===== src/rtl/neuron_net_ctrl_if.sv =====
// Byte-stream, config-bank and timestep signals between the pin logic and
// the neuron_net_ctrl sequencer.
interface neuron_net_ctrl_if #(
   parameter int ADDR_W = 5,
   parameter int CNT_W  = 16
);
   logic              ena;
   logic              cfg_mode;
   logic [7:0]        din;
   logic              din_valid;
   logic              din_ready;
   logic [ADDR_W-1:0] cfg_addr;
   logic [7:0]        cfg_data;
   logic              cfg_we;
   logic              cfg_done;
   logic              step;
   logic [CNT_W-1:0]  step_count;
   logic              busy;

   modport master (
      output ena, cfg_mode, din, din_valid,
      input  din_ready, cfg_addr, cfg_data, cfg_we, cfg_done, step, step_count, busy
   );

   modport slave (
      input  ena, cfg_mode, din, din_valid,
      output din_ready, cfg_addr, cfg_data, cfg_we, cfg_done, step, step_count, busy
   );
endinterface


===== src/rtl/neuron_net_ctrl.sv =====
// Config loader and timestep sequencer for the LIF network core: loads a
// period header plus CFG_WORDS bank bytes, then strobes step every period.
module neuron_net_ctrl #(
   parameter int CFG_WORDS = 20,
   parameter int ADDR_W    = 5,
   parameter int CNT_W     = 16
) (
   input  logic           clk,
   input  logic           rst_n,
   neuron_net_ctrl_if.slave bus
);

   typedef enum logic [1:0] {
      S_IDLE,
      S_HDR,
      S_LOAD,
      S_RUN
   } state_t;

   state_t            r_state;
   logic [7:0]        r_period;
   logic [8:0]        r_down;
   logic [ADDR_W-1:0] r_idx;
   logic              r_done_pend;
   logic [ADDR_W-1:0] r_cfg_addr;
   logic [7:0]        r_cfg_data;
   logic              r_cfg_we;
   logic              r_cfg_done;
   logic              r_step;
   logic [CNT_W-1:0]  r_step_count;
   logic              r_busy;

   logic              w_accept;
   logic              w_last;
   logic [8:0]        w_reload;

   assign bus.din_ready = bus.ena & ((r_state == S_HDR) | (r_state == S_LOAD));
   assign w_accept      = bus.din_valid & bus.din_ready;
   assign w_last        = (r_idx == ADDR_W'(CFG_WORDS - 1));
   assign w_reload      = (r_period == 8'd0) ? 9'd256 : {1'b0, r_period};

   always_ff @(posedge clk) begin
      if (!rst_n) begin
         r_state      <= S_IDLE;
         r_period     <= 8'd1;
         r_down       <= '0;
         r_idx        <= '0;
         r_done_pend  <= 1'b0;
         r_cfg_addr   <= '0;
         r_cfg_data   <= '0;
         r_cfg_we     <= 1'b0;
         r_cfg_done   <= 1'b0;
         r_step       <= 1'b0;
         r_step_count <= '0;
         r_busy       <= 1'b0;
      end else begin
         r_cfg_we <= 1'b0;
         r_step   <= 1'b0;
         if (bus.ena) begin
            case (r_state)
               // cfg_done is raised one IDLE cycle after the final write
               S_IDLE: begin
                  if (bus.cfg_mode) begin
                     r_state     <= S_HDR;
                     r_busy      <= 1'b1;
                     r_cfg_done  <= 1'b0;
                     r_done_pend <= 1'b0;
                  end else if (r_done_pend) begin
                     r_cfg_done  <= 1'b1;
                     r_done_pend <= 1'b0;
                  end else if (r_cfg_done) begin
                     r_state      <= S_RUN;
                     r_down       <= w_reload;
                     r_step_count <= '0;
                  end
               end
               S_HDR: begin
                  if (!bus.cfg_mode) begin
                     r_state    <= S_IDLE;
                     r_busy     <= 1'b0;
                     r_cfg_done <= 1'b0;
                  end else if (w_accept) begin
                     r_period <= bus.din;
                     r_idx    <= '0;
                     r_state  <= S_LOAD;
                  end
               end
               S_LOAD: begin
                  if (!bus.cfg_mode) begin
                     r_state    <= S_IDLE;
                     r_busy     <= 1'b0;
                     r_cfg_done <= 1'b0;
                  end else if (w_accept) begin
                     r_cfg_we   <= 1'b1;
                     r_cfg_addr <= r_idx;
                     r_cfg_data <= bus.din;
                     r_idx      <= r_idx + ADDR_W'(1);
                     if (w_last) begin
                        r_state     <= S_IDLE;
                        r_busy      <= 1'b0;
                        r_done_pend <= 1'b1;
                     end
                  end
               end
               S_RUN: begin
                  if (bus.cfg_mode) begin
                     r_state    <= S_HDR;
                     r_busy     <= 1'b1;
                     r_cfg_done <= 1'b0;
                  end else if (r_down == 9'd1) begin
                     r_step       <= 1'b1;
                     r_down       <= w_reload;
                     r_step_count <= r_step_count + CNT_W'(1);
                  end else begin
                     r_down <= r_down - 9'd1;
                  end
               end
               default: begin
                  r_state <= S_IDLE;
                  r_busy  <= 1'b0;
               end
            endcase
         end
      end
   end

   assign bus.cfg_addr   = r_cfg_addr;
   assign bus.cfg_data   = r_cfg_data;
   assign bus.cfg_we     = r_cfg_we;
   assign bus.cfg_done   = r_cfg_done;
   assign bus.step       = r_step;
   assign bus.step_count = r_step_count;
   assign bus.busy       = r_busy;

endmodule


===== src/flat_wrapper.sv =====
// flat-port wrapper written by rule: the top's interface ports become plain ports
module neuron_net_ctrl_flat 
#(
   parameter int CFG_WORDS = 20,
   parameter int ADDR_W    = 5,
   parameter int CNT_W     = 16
)
  (clk, rst_n, bus_ena, bus_cfg_mode, bus_din, bus_din_valid, bus_din_ready, bus_cfg_addr, bus_cfg_data, bus_cfg_we, bus_cfg_done, bus_step, bus_step_count, bus_busy);
  neuron_net_ctrl_if #(.ADDR_W(ADDR_W), .CNT_W(CNT_W)) bus_i ();
  input  logic clk;
  input  logic rst_n;
  input wire logic [$bits(bus_i.ena)-1:0] bus_ena;
  input wire logic [$bits(bus_i.cfg_mode)-1:0] bus_cfg_mode;
  input wire logic [$bits(bus_i.din)-1:0] bus_din;
  input wire logic [$bits(bus_i.din_valid)-1:0] bus_din_valid;
  output wire logic [$bits(bus_i.din_ready)-1:0] bus_din_ready;
  output wire logic [$bits(bus_i.cfg_addr)-1:0] bus_cfg_addr;
  output wire logic [$bits(bus_i.cfg_data)-1:0] bus_cfg_data;
  output wire logic [$bits(bus_i.cfg_we)-1:0] bus_cfg_we;
  output wire logic [$bits(bus_i.cfg_done)-1:0] bus_cfg_done;
  output wire logic [$bits(bus_i.step)-1:0] bus_step;
  output wire logic [$bits(bus_i.step_count)-1:0] bus_step_count;
  output wire logic [$bits(bus_i.busy)-1:0] bus_busy;
  assign bus_i.ena = bus_ena;
  assign bus_i.cfg_mode = bus_cfg_mode;
  assign bus_i.din = bus_din;
  assign bus_i.din_valid = bus_din_valid;
  assign bus_din_ready = bus_i.din_ready;
  assign bus_cfg_addr = bus_i.cfg_addr;
  assign bus_cfg_data = bus_i.cfg_data;
  assign bus_cfg_we = bus_i.cfg_we;
  assign bus_cfg_done = bus_i.cfg_done;
  assign bus_step = bus_i.step;
  assign bus_step_count = bus_i.step_count;
  assign bus_busy = bus_i.busy;
  neuron_net_ctrl #(.CFG_WORDS(CFG_WORDS), .ADDR_W(ADDR_W), .CNT_W(CNT_W)) u_core (.clk(clk), .rst_n(rst_n), .bus(bus_i));
endmodule

===== config.mk =====
export PLATFORM = sky130hd
export DESIGN_NAME = neuron_net_ctrl_flat
export DESIGN_NICKNAME = d
export VERILOG_FILES = /design/src/rtl/neuron_net_ctrl_if.sv /design/src/rtl/neuron_net_ctrl.sv /design/src/flat_wrapper.sv
export SDC_FILE = /design/constraint.sdc
export NUM_CORES = 1
export LEC_CHECK = 0
export ABC_AREA = 1
export CAP_MARGIN = 25
export CORE_UTILIZATION = 55
export CTS_BUF_LIST = sky130_fd_sc_hd__clkbuf_16
export CTS_CLUSTER_DIAMETER = 60
export DETAILED_ROUTE_END_ITERATION = 10
export DONT_BUFFER_PORTS = 1
export PLACE_DENSITY = 0.73
export SYNTH_ARGS = -nofsm -noshare
export SYNTH_HDL_FRONTEND = slang
export SYNTH_SLANG_ARGS = --single-unit
export TNS_END_PERCENT = 10

===== constraint.sdc =====
create_clock -name clk -period 1.6 [get_ports clk]
set_input_delay 0.32 -clock clk [delete_from_list [all_inputs] [get_ports clk]]
set_output_delay 0.32 -clock clk [all_outputs]
set_load 0.02 [all_outputs]

==> flow_summary_export.csv <==
group,metric,value,unit
clock_network,insertion_delay,330,ps
synth,syn_area,3010,um^2
die,io_pins,47,
timing,tightestPinTransition,327,ps
global_routing,grt_pass1_vias,2914,
synth,async_reset_ff_share,0,%
timing,fin_hold_ws,89.8,ps
global_routing,gr-usage-met1,33.7,%
timing,fin_crit_sh,111,%
synth,ys_ff_latch,58,
die,row_count,26,
worst_setup_path,cp-end-kind,"flop",
timing,rsz0062_at_grt,"yes",
worst_setup_path,path_max_fanout,12,
finish,diodes,0,
timing,skew,5.59,ps
worst_setup_path,critPathArrivalTime,2040,ps
min_path,holdCritPathClass,"in2reg",
global_routing,overflow,0,
global_routing,grt_max_degree,30,
die,coreArea,5170,um^2
synth,syn_avg_cell_area,6.68,um^2
global_routing,grt.total_usage,27.7,%
routing,vias,3164,
synth,ys_warn_count,0,
die,start_util,58.1,%
power_and_ir_drop,peakVddDrop,0.865,mV
routing,antenna_left,0,
synth,synth_area_leader_cell,"dfxtp_1",
global_routing,antenna_found_initial,0,
power_and_ir_drop,power_density,1150,nW/um^2
global_routing,busiest_layer,"met2",
routing,wire_per_inst,14.4,um
placement,dpl_cell_area,3380,um^2
global_routing,use_met3,4.22,%
timing,relSlewSlack,78.2,%
power_and_ir_drop,power_leakage,1.76,nW
placement,gp_congestion,0.821,
worst_setup_path,start_kind,"flop",
timing,slew_violations,0,
worst_setup_path,crit_required,1860,ps
synth,synth_cells,450,
synth,ys_seq_area_share,38.6,%
routing,drt-vias-per-instance,5.46,
global_routing,grt_pass1_wl,12.9,mm
timing,setup_viol,7,
die,die_h,75.9,um
timing,max_freq,563,MHz
finish,areaGrowthSynthToFinish,36.9,%
clock_network,clock-sinks,58,
finish,final_area,4110,um^2
finish,final_common_cell,"nand2_1",
timing,setup_tns,-277,ps
finish,fillCellCount,335,
synth,synth_edf_count,0,
status,violations,"negative setup slack",
die,die_x,75.9,um
placement,dp_hpwl,5.00,mm
routing,drt_iter0_drc,255,
clock_network,cts_buffers,9,
job,cap_viol_max_count,0,
synth,syn_nets,472,
timing,hold_viol,0,
clock_network,root_buffer,"clkbuf_16",
die,dieArea,5760,um^2
timing,fin_ws,-177,ps
clock_network,cts_hold_buffers,0,
clock_network,htree_num_levels,3,
synth,ys_types,30,
worst_setup_path,critPathKind,"reg2reg",
placement,portBuffers,0,
routing,wirelength,8.36,mm
clock_network,clkSlewWorstSetupHoldPaths,60,ps
finish,drive_above_1_share,28.6,%
global_routing,grt_use_met2,47.4,%
status,status,"finished, violations left",
routing,firstDrtPassIters,5,
timing,period_minus_slack,1780,ps
clock_network,cts_tree,"done",
finish,layout_common_cells,"nand2_1 (77), nor2_1 (69), dfxtp_1 (54)",
clock_network,clockBufferDepth,2,
finish,nets,527,
synth,ys.flop_type,"dfxtp_1",
synth,ys_top_cells_by_area,"dfxtp_1 (39%), nand2_1 (11%), nor2_1 (10%), inv_1 (6.1%), a21oi_1 (6.0%)",
routing,drc,0,
synth,synth_top_area_share,38.6,%
==> through the flow <==
stage	utilization (%)	worst slack (ps)	std cells	power [mW]
after global routing	79.5	-351	580	4.90
final	79.5	-177	580	4.73
after global placement	65.4	-100	553	2.20
after floorplan	-	-12.9	450	1.99
after detailed placement	65.4	-175	553	2.22
after CTS	74.1	-19.5	573	4.56
==> cell usage after synthesis (2+ instances only) <==
master	instances
ha_1	9
dfxtp_1	58
nand2_2	4
buf_6	2
inv_1	49
nor2_1	80
xor2_1	3
inv_2	6
nand3b_1	3
nand3_1	27
nor4_1	2
buf_2	4
nor3_1	6
clkbuf_1	6
o21ai_0	36
o21ai_1	4
nor2_2	5
nand2_1	88
a21oi_1	36
or2_2	2
nand4_1	8
nor2_4	3
a31oi_1	2
==> power by group <==
part	switching, mW	leakage, nW	total [mW]	internal (mW)
sequential	0.0481	0.470	1.54	1.49
combinational	0.494	1.12	0.910	0.416
clock	0.749	0.170	2.28	1.53
total	1.29	1.76	4.73	3.44
==> routing by layer <==
layer  part of all wire, %  vias up
met5                     0        -
met4                   2.9        0
met3                   5.4       30
met2                    49      119
met1                    42     1453
li1                      -     1562
==> critical path, stage by stage, from the launching register on <==
cell and delay [ps]:
dfxtp_2 330, inv_2 50, ha_4 240, inv_1 100, nand3_1 120, nor2_2 180
nand2_4 130, o21ai_0 290, nand2_1 140, nor2_1 120
==> flip-flops by register name (all words and copies together) (netlist names) <==
signal,count
u_core.r_done_pend,1
u_core.bus.cfg_addr,5
u_core.r_period,8
u_core.bus.cfg_done,1
u_core.r_down,9
u_core.bus.step_count,16
u_core.r_state,2
u_core.bus.cfg_data,8
u_core.bus.busy,1
u_core.bus.cfg_we,1
u_core.r_idx,5
u_core.bus.step,1
==> worst paths after layout <==
kind / startpoint / end / slack [ps] / cells past startpoint
worst max-delay path: u_core.r_state[1] / u_core.bus.step_count[9] / -180 / 9
worst min-delay path: rst_n / u_core.r_period[0] / 90 / 1
worst max register to register: u_core.r_state[1] / u_core.bus.step_count[9] / -180 / 9
worst min register to register: u_core.r_down[1] / u_core.r_down[1] / 470 / 2
==> area by class of cell <==
type	count	area [um^2]	share of cell area [%]
Multi-Input combinational cell	323	1810	44.0
Sequential cell	58	1170	28.3
Clock inverter	7	125	3.04
Inverter	55	211	5.14
Clock buffer	9	225	5.47
Timing Repair Buffer	58	488	11.9
Tap cell	70	87.6	2.13
==> logic make-up (layout without fill, tap and decap cells) <==
family	count (synthesis)	in the layout	synth area share (%)
simple gates	230	230	33.4
compound gates	80	80	13.6
xor+xnor	4	4	1.17
buf+inv	69	129	9.41
flops	58	58	38.6
fa+ha+maj	9	9	3.75
==> repair_timing <==
action,in CTS,in global routing
gates cloned,0,2
setup endpoints to repair,40,53
buffers inserted,4,5
pin swaps,4,18
gates resized for setup,22,64
No activity file was read; power rests on OpenSTA's default activity.
